File: config.mk
export PLATFORM = sky130hd
export DESIGN_NAME = univ_reg
export DESIGN_NICKNAME = d
export VERILOG_FILES = /design/src/rtl/univ_reg_pkg.sv /design/src/rtl/univ_reg_next.sv /design/src/rtl/univ_reg.sv
export SDC_FILE = /design/constraint.sdc
export NUM_CORES = 1
export LEC_CHECK = 0
export CAP_MARGIN = 20
export CORE_ASPECT_RATIO = 0.9
export CORE_MARGIN = 5
export CORE_UTILIZATION = 30
export DETAILED_ROUTE_END_ITERATION = 12
export PLACE_DENSITY = 0.52
export SYNTH_ARGS = -nofsm -noshare
export SYNTH_HDL_FRONTEND = slang
export SYNTH_SLANG_ARGS = --single-unit
File: constraint.sdc
create_clock -name ck -period 5.73 [get_ports ck]
set_clock_uncertainty 0.2 [all_clocks]
set_input_delay 0.573 -clock ck [delete_from_list [all_inputs] [get_ports ck]]
set_output_delay 0.573 -clock ck [all_outputs]
set_load 0.05 [all_outputs]
File: src/rtl/univ_reg_pkg.sv
// Shared constants for the universal register.
// MODE_W        : width of the mode select field.
// MODE_*        : operation codes decoded by univ_reg_next.
package univ_reg_pkg;

    localparam int unsigned MODE_W = 3;

    localparam logic [MODE_W-1:0] MODE_HOLD = 3'b000;
    localparam logic [MODE_W-1:0] MODE_LOAD = 3'b001;
    localparam logic [MODE_W-1:0] MODE_SHL  = 3'b010;
    localparam logic [MODE_W-1:0] MODE_SHR  = 3'b011;
    localparam logic [MODE_W-1:0] MODE_ROL  = 3'b100;
    localparam logic [MODE_W-1:0] MODE_ROR  = 3'b101;
    localparam logic [MODE_W-1:0] MODE_INC  = 3'b110;
    localparam logic [MODE_W-1:0] MODE_DEC  = 3'b111;

endpackage

File: src/rtl/univ_reg_next.sv
// Combinational next-state logic for univ_reg.
// Ports:
//   mode_i  : operation select
//   q_i     : current register contents
//   d_i     : parallel load data
//   sin_l_i : serial input into the MSB (SHR)
//   sin_r_i : serial input into the LSB (SHL)
//   q_o     : next register contents
//   sout_o  : next shifted/rotated-out bit
//   cout_o  : next carry (INC) or borrow (DEC)
// HOLD returns q unchanged with zero flags; the top level skips the flop update
// for HOLD so the stored sout/cout are preserved.
import univ_reg_pkg::*;

module univ_reg_next #(
    parameter int unsigned WIDTH = 8
) (
    input  logic [MODE_W-1:0] mode_i,
    input  logic [WIDTH-1:0]  q_i,
    input  logic [WIDTH-1:0]  d_i,
    input  logic              sin_l_i,
    input  logic              sin_r_i,
    output logic [WIDTH-1:0]  q_o,
    output logic              sout_o,
    output logic              cout_o
);

    logic [WIDTH:0] one_ext;
    logic [WIDTH:0] sum;
    logic [WIDTH:0] diff;

    // Carry and borrow come from the extra top bit of a WIDTH+1-bit result.
    always_comb begin
        one_ext = {{WIDTH{1'b0}}, 1'b1};
        sum     = {1'b0, q_i} + one_ext;
        diff    = {1'b0, q_i} - one_ext;
    end

    always_comb begin
        q_o    = q_i;
        sout_o = 1'b0;
        cout_o = 1'b0;
        case (mode_i)
            MODE_HOLD: ;
            MODE_LOAD: q_o = d_i;
            MODE_SHL: begin
                q_o    = {q_i[WIDTH-2:0], sin_r_i};
                sout_o = q_i[WIDTH-1];
            end
            MODE_SHR: begin
                q_o    = {sin_l_i, q_i[WIDTH-1:1]};
                sout_o = q_i[0];
            end
            MODE_ROL: begin
                q_o    = {q_i[WIDTH-2:0], q_i[WIDTH-1]};
                sout_o = q_i[WIDTH-1];
            end
            MODE_ROR: begin
                q_o    = {q_i[0], q_i[WIDTH-1:1]};
                sout_o = q_i[0];
            end
            MODE_INC: begin
                q_o    = sum[WIDTH-1:0];
                cout_o = sum[WIDTH];
            end
            MODE_DEC: begin
                q_o    = diff[WIDTH-1:0];
                cout_o = diff[WIDTH];
            end
            default: ;
        endcase
    end

endmodule

File: src/rtl/univ_reg.sv
// Universal register: hold, load, shift, rotate, increment and decrement with
// registered shift-out and carry/borrow status.
// Ports:
//   ck    : clock, rising edge
//   rst   : synchronous active-high reset (overrides en and mode)
//   en    : operation enable; 0 holds all state
//   mode  : operation select (see univ_reg_pkg)
//   d     : parallel load data
//   sin_r : serial bit into bit 0 on SHL
//   sin_l : serial bit into bit WIDTH-1 on SHR
//   q     : register contents
//   sout  : registered shifted/rotated-out bit of the last enabled op
//   cout  : registered carry/borrow of the last enabled op
//   zero  : combinational, 1 iff q == 0
import univ_reg_pkg::*;

module univ_reg #(
    parameter int unsigned      WIDTH     = 8,
    parameter logic [WIDTH-1:0] RESET_VAL = '0
) (
    input  logic              ck,
    input  logic              rst,
    input  logic              en,
    input  logic [MODE_W-1:0] mode,
    input  logic [WIDTH-1:0]  d,
    input  logic              sin_r,
    input  logic              sin_l,
    output logic [WIDTH-1:0]  q,
    output logic              sout,
    output logic              cout,
    output logic              zero
);

    logic [WIDTH-1:0] q_q, q_d;
    logic             sout_q, sout_d;
    logic             cout_q, cout_d;
    logic             upd;

    univ_reg_next #(
        .WIDTH (WIDTH)
    ) u_next (
        .mode_i  (mode),
        .q_i     (q_q),
        .d_i     (d),
        .sin_l_i (sin_l),
        .sin_r_i (sin_r),
        .q_o     (q_d),
        .sout_o  (sout_d),
        .cout_o  (cout_d)
    );

    // HOLD must keep sout/cout, so it is treated like a disabled cycle.
    assign upd = en && (mode != MODE_HOLD);

    always_ff @(posedge ck) begin
        if (rst) begin
            q_q    <= RESET_VAL;
            sout_q <= 1'b0;
            cout_q <= 1'b0;
        end else if (upd) begin
            q_q    <= q_d;
            sout_q <= sout_d;
            cout_q <= cout_d;
        end
    end

    assign q    = q_q;
    assign sout = sout_q;
    assign cout = cout_q;
    assign zero = (q_q == '0);

endmodule
==> flow_summary.json <==
{
  "seq_area_frac_synth_pct": 19.1,
  "avgViaCountPerCell": 5.65,
  "synthArstFlopShare_pct": 0,
  "arrival_ns": 2.63,
  "setup_viol": 0,
  "total_power_mw": 0.294,
  "vias": 1152,
  "busiest_layer": "met2",
  "hold_end": "cout$_SDFFE_PP0P_",
  "period_minus_slack_ns": 3.40,
  "power_leakage_nw": 0.471,
  "synth_nets": 164,
  "numPortBuffers": 26,
  "grt_start_max_net_pins": 31,
  "outcome": "complete, no violations",
  "netlist_instances": 146,
  "synth_commonest_cells": "a21oi_1, nor2_1, dfxtp_1, nand2_1, o21ai_0",
  "hpwl_um": 2240,
  "numClockSinks": 10,
  "ctsHoldBuffers": 0,
  "globalRouteOverflowTotal": 0,
  "dp.cells": 199,
  "reg2reg_from": "q[0]$_SDFFE_PP0P_",
  "critical_path_class": "register to output port",
  "grt.total_usage_pct": 13.8,
  "synth_area_leaders": "dfxtp_1, mux2i_1, a211oi_1",
  "clockRootBuffer": "clkbuf_8",
  "hold_depth": 2,
  "ir_drop_mv": 0.0918,
  "routedWlPerCell_um": 15.9,
  "nNetsFinal": 179,
  "drive_gt1_share_pct": 6.25,
  "worst_setup_path_start_kind": "register",
  "die_x_um": 72.2,
  "p_per_area_mw_per_mm2": 215,
  "hold_ws_ns": 0.256,
  "drv_cap": 0,
  "drc": 0,
  "synth_ff_type": "dfxtp_1",
  "initial_core_util_pct": 31.0,
  "slew_violations": 0,
  "synth_edf_count": 0,
  "routed_wl_um": 3250,
  "reg2reg_to": "q[6]$_SDFFE_PP0P_",
  "numCtsBuffers": 3,
  "grt_use_met3_pct": 2.74,
  "cts-htree-levels": 1,
  "use_met1_pct": 19.4,
  "synth_area_mm2": 0.00105,
  "synth_top_area_cell": "dfxtp_1",
  "fin_crit_sh_pct": 59.4,
  "dr.first_iter.drc_count": 101,
  "cts_buffer_depth": 2,
  "insertion_delay_ns": 0.24,
  "antenna_cells": 0,
  "core_area_mm2": 0.00338,
  "crit_fanout": 12,
  "fin_cells": 204,
  "die_y_um": 66.0,
  "antenna_found_initial": 0,
  "reg2reg_depth": 7,
  "fin_tns_setup_ns": 0,
  "worst_slew_pin_slew_ns": 0.720,
  "crit_required_ns": 4.96,
  "hold_class": "register to register",
  "drtPass1Iterations": 4,
  "place_congestion": 0.852,
  "synth.distinct_cells": 42,
  "cts_resized": 0,
  "synth.avg_cell_area_um2": 7.16,
  "grt_pass1_wl_um": 5310,
  "ant_nets": 0,
  "ys_ff_latch": 10,
  "hold_violations": 0,
  "max_freq_ghz": 0.294,
  "met2_usage_pct": 21.8,
  "worst_setup_path_end_kind": "output port",
  "rsz0062_at_grt": "no",
  "reg2reg_slack_ns": 3.47,
  "cts_tree": "yes",
  "syn2layout_area_growth_pct": 30.4,
  "synth.top_cell.area_share_pct": 19.1,
  "grt_pass1_vias": 1086,
  "clk_pin_slew_worst_paths_ns": 0.06,
  "synth_warnings": 0,
  "cts_setup_buffers": 0,
  "relSlewSlack_pct": 51.5,
  "io_pins": 27,
  "nFillCells": 371,
  "die_area_mm2": 0.00477,
  "worstHoldStart": "cout$_SDFFE_PP0P_",
  "rows": 20
}
==> per-layer routing <==
layer,up-vias,routed length (um)
met2,37,1470
met1,546,1560
met5,-,0
met4,0,6
met3,2,216
li1,567,-
==> cell type report <==
cell class,count,area (um2),share of cell area [%]
Inverter,5,18.8,1.38
Sequential cell,10,200,14.7
Clock buffer,4,55.1,4.04
Multi-Input combinational cell,113,739,54.2
Tap cell,44,55.1,4.04
Timing Repair Buffer,28,295,21.7
==> state kept, by name, summed over array words and instances (netlist names) <==
name and count:
q 8, cout 1, sout 1
==> critical path, cell delays in order, from the launching register on <==
cell and delay (ns):
dfxtp_1 0.44, inv_1 0.16, ha_1 0.18, nor3b_1 0.55, nand2_1 0.15, nor2_1 0.12, clkdlybuf4s50_1 0.80
==> cell usage in the layout, fill, tap and decap left out, drive strengths merged, types with 3 or more instances in the layout <==
master         count
clkdlybuf4s50     26
nor2              11
a21oi             11
nand2             10
dfxtp             10
o21ai              9
a211oi             8
nand3              8
mux2i              7
inv                5
o211ai             4
nand3b             4
clkbuf             4
nor3               3
xnor2              3
a31oi              3
nand4              3
==> worst max path at each step <==
stage	start	end
global route	q[0]$_SDFFE_PP0P_	zero
global placement	mode[0]	q[7]$_SDFFE_PP0P_
floorplan	q[0]$_SDFFE_PP0P_	zero
CTS	q[0]$_SDFFE_PP0P_	zero
detailed placement	mode[0]	q[7]$_SDFFE_PP0P_
finish	q[0]$_SDFFE_PP0P_	zero
==> stage by stage <==
step / util, % / worst slack, ns / instance area, um2
floorplan: - / 2.89 / 1050
global placement: 37.9 / 2.35 / 1280
detailed placement: 37.9 / 2.24 / 1280
CTS: 39.6 / 2.31 / 1340
global route: 40.4 / 2.14 / 1360
finish: 40.4 / 2.33 / 1360
==> logic make-up after synthesis <==
family	synth area share (%)
fa+ha+maj	2.39
mux	7.78
flops	19.1
compound gates	30.7
buf+inv	10.2
xor+xnor	4.19
simple gates	25.6
==> report_power, final <==
part           switching, mW  internal, mW
sequential            0.0139        0.0746
clock                 0.0329        0.0607
combinational         0.0645        0.0470
Power figures use the tool's default switching activity.
